===== config.mk =====
export PLATFORM = sky130hd
export DESIGN_NAME = seq_const_alu
export DESIGN_NICKNAME = d
export VERILOG_FILES = /design/src/rtl/seq_const_alu.sv
export SDC_FILE = /design/constraint.sdc
export NUM_CORES = 1
export LEC_CHECK = 0
export CORE_MARGIN = 4
export CORE_UTILIZATION = 60
export CTS_CLUSTER_DIAMETER = 50
export DETAILED_ROUTE_END_ITERATION = 10
export PLACE_DENSITY = 0.8
export SYNTH_ARGS = -nofsm -noshare
export SYNTH_HDL_FRONTEND = slang
export SYNTH_SLANG_ARGS = --single-unit

===== constraint.sdc =====
create_clock -name clk -period 11.2 [get_ports clk]
set_input_delay 1.68 -clock clk [delete_from_list [all_inputs] [get_ports clk]]
set_output_delay 1.68 -clock clk [all_outputs]
set_load 0.05 [all_outputs]

===== src/rtl/seq_const_alu.sv =====
// Registered constant-operand ALU with a writable constant bank, accumulate mode,
// a valid/ready start handshake and multi-cycle shift-add multiply / iterative shift.
module seq_const_alu #(
    parameter int WIDTH  = 8,
    parameter int CSEL_W = 2
) (
    input  logic              clk,
    input  logic              reset_n,
    input  logic [WIDTH-1:0]  MyInput,
    input  logic [CSEL_W-1:0] MyConstantSelect,
    input  logic [2:0]        MyOperation,
    input  logic              MyAccumulate,
    input  logic              MyStart,
    input  logic              MyConstWrite,
    output logic              MyReady,
    output logic              MyDone,
    output logic [WIDTH-1:0]  MyOutput,
    output logic              MyStatus,
    output logic              MyZero
);

    localparam int NCONST = 1 << CSEL_W;
    localparam int SH_W   = $clog2(WIDTH);
    localparam int CNT_W  = SH_W + 1;

    localparam logic [2:0] OP_PASS = 3'd0;
    localparam logic [2:0] OP_ADD  = 3'd1;
    localparam logic [2:0] OP_SUB  = 3'd2;
    localparam logic [2:0] OP_NOR  = 3'd3;
    localparam logic [2:0] OP_XOR  = 3'd4;
    localparam logic [2:0] OP_AND  = 3'd5;
    localparam logic [2:0] OP_MUL  = 3'd6;
    localparam logic [2:0] OP_SHL  = 3'd7;

    typedef enum logic [1:0] {
        S_IDLE  = 2'd0,
        S_MUL   = 2'd1,
        S_SHIFT = 2'd2
    } state_t;

    // Returns {status, result} for every operation that completes at the accept edge.
    function automatic logic [WIDTH:0] alu_single(
        input logic [2:0]       op,
        input logic [WIDTH-1:0] a,
        input logic [WIDTH-1:0] b
    );
        logic [WIDTH:0] r;
        case (op)
            OP_ADD:  r = {1'b0, a} + {1'b0, b};
            OP_SUB:  r = {1'b0, a} - {1'b0, b};
            OP_NOR:  r = {1'b0, ~(a | b)};
            OP_XOR:  r = {1'b0, a ^ b};
            OP_AND:  r = {1'b0, a & b};
            default: r = {1'b0, a};
        endcase
        return r;
    endfunction

    state_t              state_q, state_d;
    logic [CNT_W-1:0]    cnt_q, cnt_d;
    logic [2*WIDTH-1:0]  work_q, work_d;
    logic [2*WIDTH-1:0]  acc_q, acc_d;
    logic [WIDTH-1:0]    mplier_q, mplier_d;
    logic [WIDTH-1:0]    out_q, out_d;
    logic                status_q, status_d;
    logic                done_q, done_d;
    logic [WIDTH-1:0]    const_q [NCONST];
    logic [WIDTH-1:0]    const_d [NCONST];

    logic [WIDTH-1:0]    opa;
    logic [WIDTH-1:0]    opb;
    logic [SH_W-1:0]     shamt;
    logic [2*WIDTH-1:0]  acc_nx;

    always_comb begin
        state_d  = state_q;
        cnt_d    = cnt_q;
        work_d   = work_q;
        acc_d    = acc_q;
        mplier_d = mplier_q;
        out_d    = out_q;
        status_d = status_q;
        done_d   = 1'b0;
        const_d  = const_q;
        opa      = MyAccumulate ? out_q : MyInput;
        opb      = const_q[MyConstantSelect];
        shamt    = opb[SH_W-1:0];
        acc_nx   = acc_q;

        case (state_q)
            S_IDLE: begin
                // The operation reads const_q, so a coincident write is seen only by later ops.
                if (MyConstWrite) begin
                    const_d[MyConstantSelect] = MyInput;
                end
                if (MyStart) begin
                    if (MyOperation == OP_MUL) begin
                        state_d  = S_MUL;
                        cnt_d    = CNT_W'(WIDTH);
                        work_d   = {{WIDTH{1'b0}}, opa};
                        mplier_d = opb;
                        acc_d    = '0;
                    end else if (MyOperation == OP_SHL && shamt != '0) begin
                        state_d = S_SHIFT;
                        cnt_d   = {1'b0, shamt};
                        work_d  = {{WIDTH{1'b0}}, opa};
                    end else begin
                        {status_d, out_d} = alu_single(MyOperation, opa, opb);
                        done_d            = 1'b1;
                    end
                end
            end

            S_MUL: begin
                acc_nx   = mplier_q[0] ? (acc_q + work_q) : acc_q;
                acc_d    = acc_nx;
                work_d   = work_q << 1;
                mplier_d = mplier_q >> 1;
                cnt_d    = cnt_q - CNT_W'(1);
                if (cnt_q == CNT_W'(1)) begin
                    out_d    = acc_nx[WIDTH-1:0];
                    status_d = |acc_nx[2*WIDTH-1:WIDTH];
                    done_d   = 1'b1;
                    state_d  = S_IDLE;
                end
            end

            S_SHIFT: begin
                work_d = work_q << 1;
                cnt_d  = cnt_q - CNT_W'(1);
                if (cnt_q == CNT_W'(1)) begin
                    out_d    = work_d[WIDTH-1:0];
                    status_d = work_q[WIDTH-1];
                    done_d   = 1'b1;
                    state_d  = S_IDLE;
                end
            end

            default: begin
                state_d = S_IDLE;
            end
        endcase
    end

    always_ff @(posedge clk) begin
        if (!reset_n) begin
            state_q  <= S_IDLE;
            cnt_q    <= '0;
            out_q    <= '0;
            status_q <= 1'b0;
            done_q   <= 1'b0;
            for (int k = 0; k < NCONST; k++) begin
                const_q[k] <= WIDTH'(2 * k + 1);
            end
        end else begin
            state_q  <= state_d;
            cnt_q    <= cnt_d;
            out_q    <= out_d;
            status_q <= status_d;
            done_q   <= done_d;
            const_q  <= const_d;
        end
    end

    // Working datapath registers are always reloaded at accept, so they need no reset.
    always_ff @(posedge clk) begin
        work_q   <= work_d;
        acc_q    <= acc_d;
        mplier_q <= mplier_d;
    end

    assign MyReady  = (state_q == S_IDLE);
    assign MyDone   = done_q;
    assign MyOutput = out_q;
    assign MyStatus = status_q;
    assign MyZero   = (out_q == '0);

endmodule


==> run metrics <==
outcome finished, final reports clean; nature of the critical path endpoint flop; grt total ovfl 0; Post-route DRC 0; Clock Tree Root clkbuf_8; Netlist Area Pre-Place 6030 sq um; worst setup path startpoint MyConstantSelect[1]; top-level I/O count 30; Horiz. Die Dim 108 um; main combinational cell family by area after synthesis compound AO/OA/AOI/OAI gates; CP max FO 13; Initial Utilization 0.617; PD cells 163 nW/um^2; initial antenna violation count 0; worst path cell trace clkdlybuf4s50_1 > mux4_2 > inv_1 > ha_1 > ha_1 > mux2i_1 > ha_1 > a21oi_1 > o211ai_1 > o21ai_0 > nand2b_1 > a21oi_1 > xnor2_1 > o41ai_1 > a21oi_1 > a211oi_1; Detailed Place HPWL 11500 um; area leader, netlist edfxtp_1; Synth top cells by count nand2_1 (99), dfxtp_1 (48), ha_1 (47); final core occ 0.677; router iterations before antenna repair 5; layout cells sized above 1 0.0841; Pleak 2.61 nW; number of global-route vias before repair 4952; Slew headroom 0.208; asr flop ratio synth 0; crit path time final 5.72 ns; Final GP Congestion 0.968; Rows 36; IO Port Bufs 29; Seq/Total Area, Yosys 0.358; clock tree from TritonCTS built; cell with the most instances after synthesis nand2_1; top cell family by delay on the critical path compound AO/OA/AOI/OAI gates; WP data arrival 6.01 ns; worst hold path type reg -> reg; Area Growth Syn to Fin 9.64%; TNS Setup 0 ns; Worst-Margin Slew 1.19 ns; total number of vias 5022; Synth Area in XOR/XNOR 0.0290; EDFF count, synth 40; Clock Tree Buf Depth 2; final wirelength 15300 um; CP startpoint kind primary input; post-synthesis compound-gate area fraction 0.189; Worst VDD drop 0.113 mV; placed cell count 807; post-synth net total 740; total chip power 0.00108 W; Max Slew Vio Count 0; H-tree depth 3; Distinct cells, synth 70; max_cap viols 0; Core Footprint 9770 sq um; Die H 108 um; post-CTS sizing 0; Hold Startpoint const_q[3]; #FFs+latches synth 88; WP buf/inv 2; Nets 752; RSZ-0062 raised after global routing false; Crit-path slowest cell clkdlybuf4s50_1; GRT Resource Usage Total 0.272; largest net degree at the start of global routing 49; Setup Skew 0.00751 ns; post-route non-filler standard cell count 823; Top FF cell, synth dfxtp_1; via/cell ratio 6.10; ANT nets after route 0; routed length per instance 18.5 um; critical setup path kind in -> reg; CTS Sinks 88; reg2reg start const_q[0]; endpoints failing hold 0; post-synthesis mux area share 0.0852; YS warnings 0; CTS Hold Bufs 0; fmax 175 MHz; Worst-path clk slew 0.09 ns; Post-CTS Setup Inserts 0; top cells by area, synth edfxtp_1 (20%), dfxtp_1 (16%), ha_1 (9.7%), nand2_1 (6.2%), a21boi_0 (3.2%); Detailed Route Iter0 Violations 490; die footprint 11700 sq um; syn_area_per_cell 8.96 sq um; total CTS buffers 9; adder-cell share of the synthesized area 0.104; antenna cell count 0; CP Data Required Time 11.49 ns; Post-Synth Simple-Gate Area 0.188; Syn Inst Count 673; Tcrit/Tclk final 0.511; post-synth top area share 0.199; clock latency on the worst-skew pair 0.38 ns; CP max stage delay 0.85 ns; global-route wire length before repair 24800 um; final setup vio count 0
-- path summary, 6_finish.rpt --
kind         cells after the start         end  slack (ns)
max reg2reg                     15    MyStatus        7.42
max                             16    MyStatus        5.48
min                              2  const_q[3]        0.47
min reg2reg                      2  const_q[3]        0.47
-- routing by layer --
metal	vias up	GRT usage	share of wire
met1	2400	0.342	0.43
met5	-	0	0
li1	2445	-	-
met4	0	0.0920	0.019
met3	18	0.0436	0.047
met2	159	0.478	0.50
-- kinds of logic (layout without fill, tap and decap cells) --
family,count (synthesis),in the layout
simple gates,239,239
buf+inv,70,87
compound gates,168,168
xor+xnor,20,20
fa+ha+maj,49,49
mux,39,39
flops,88,88
-- cell usage in the layout, fill, tap and decap left out, drive strengths merged, types with 11 or more instances in the layout --
master	count
nand2	99
nor3	11
and2	14
a21boi	26
inv	38
edfxtp	40
o21ai	33
dfxtp	48
a21oi	36
xnor2	16
mux2i	15
ha	47
nor2b	17
mux2	16
clkdlybuf4s50	29
nand3	20
nor2	45
a211oi	11
-- worst reg2reg max path, cell delays in order (launching register included) --
cell	delay, ns
dfxtp_1	0.33
mux4_2	0.51
inv_1	0.16
ha_1	0.19
ha_1	0.23
mux2i_1	0.14
ha_1	0.28
a21oi_1	0.23
o211ai_1	0.14
o21ai_0	0.25
nand2b_1	0.09
a21oi_1	0.19
xnor2_1	0.09
o41ai_1	0.51
a21oi_1	0.10
a211oi_1	0.26
-- per-stage QoR --
| step | hold slack (ns) | setup slack [ns] | area (sq um) |
|---|---|---|---|
| after floorplan | 0.435 | 6.39 | 6030 |
| after global routing | 0.485 | 5.09 | 6620 |
| after CTS | 0.468 | 5.54 | 6620 |
| after detailed placement | 0.457 | 5.18 | 6400 |
| final | 0.466 | 5.48 | 6620 |
| after global placement | 0.447 | 5.43 | 6400 |
-- flip-flops by register name (all words and copies together) (netlist names) --
name      cells
work_q       16
MyDone        1
mplier_q      8
const_q      32
MyOutput      8
acc_q        16
cnt_q         4
MyStatus      1
state_q       2
-- area by class of cell --
cell class	instances	area [sq um]
clock buffer	10	138
clock inverter	6	81.3
fill	829	3160
inverter	37	139
multi-input combinational	515	3600
sequential	88	2160
tap	133	166
timing repair buffer	34	328
-- power breakdown --
part | internal, W | switching (W) | total (W)
Combinational | 0.000166 | 0.000262 | 0.000427
Clock | 0.000131 | 0.000114 | 0.000244
Sequential | 0.000376 | 0.0000278 | 0.000404
Power figures use the tool's default switching activity.
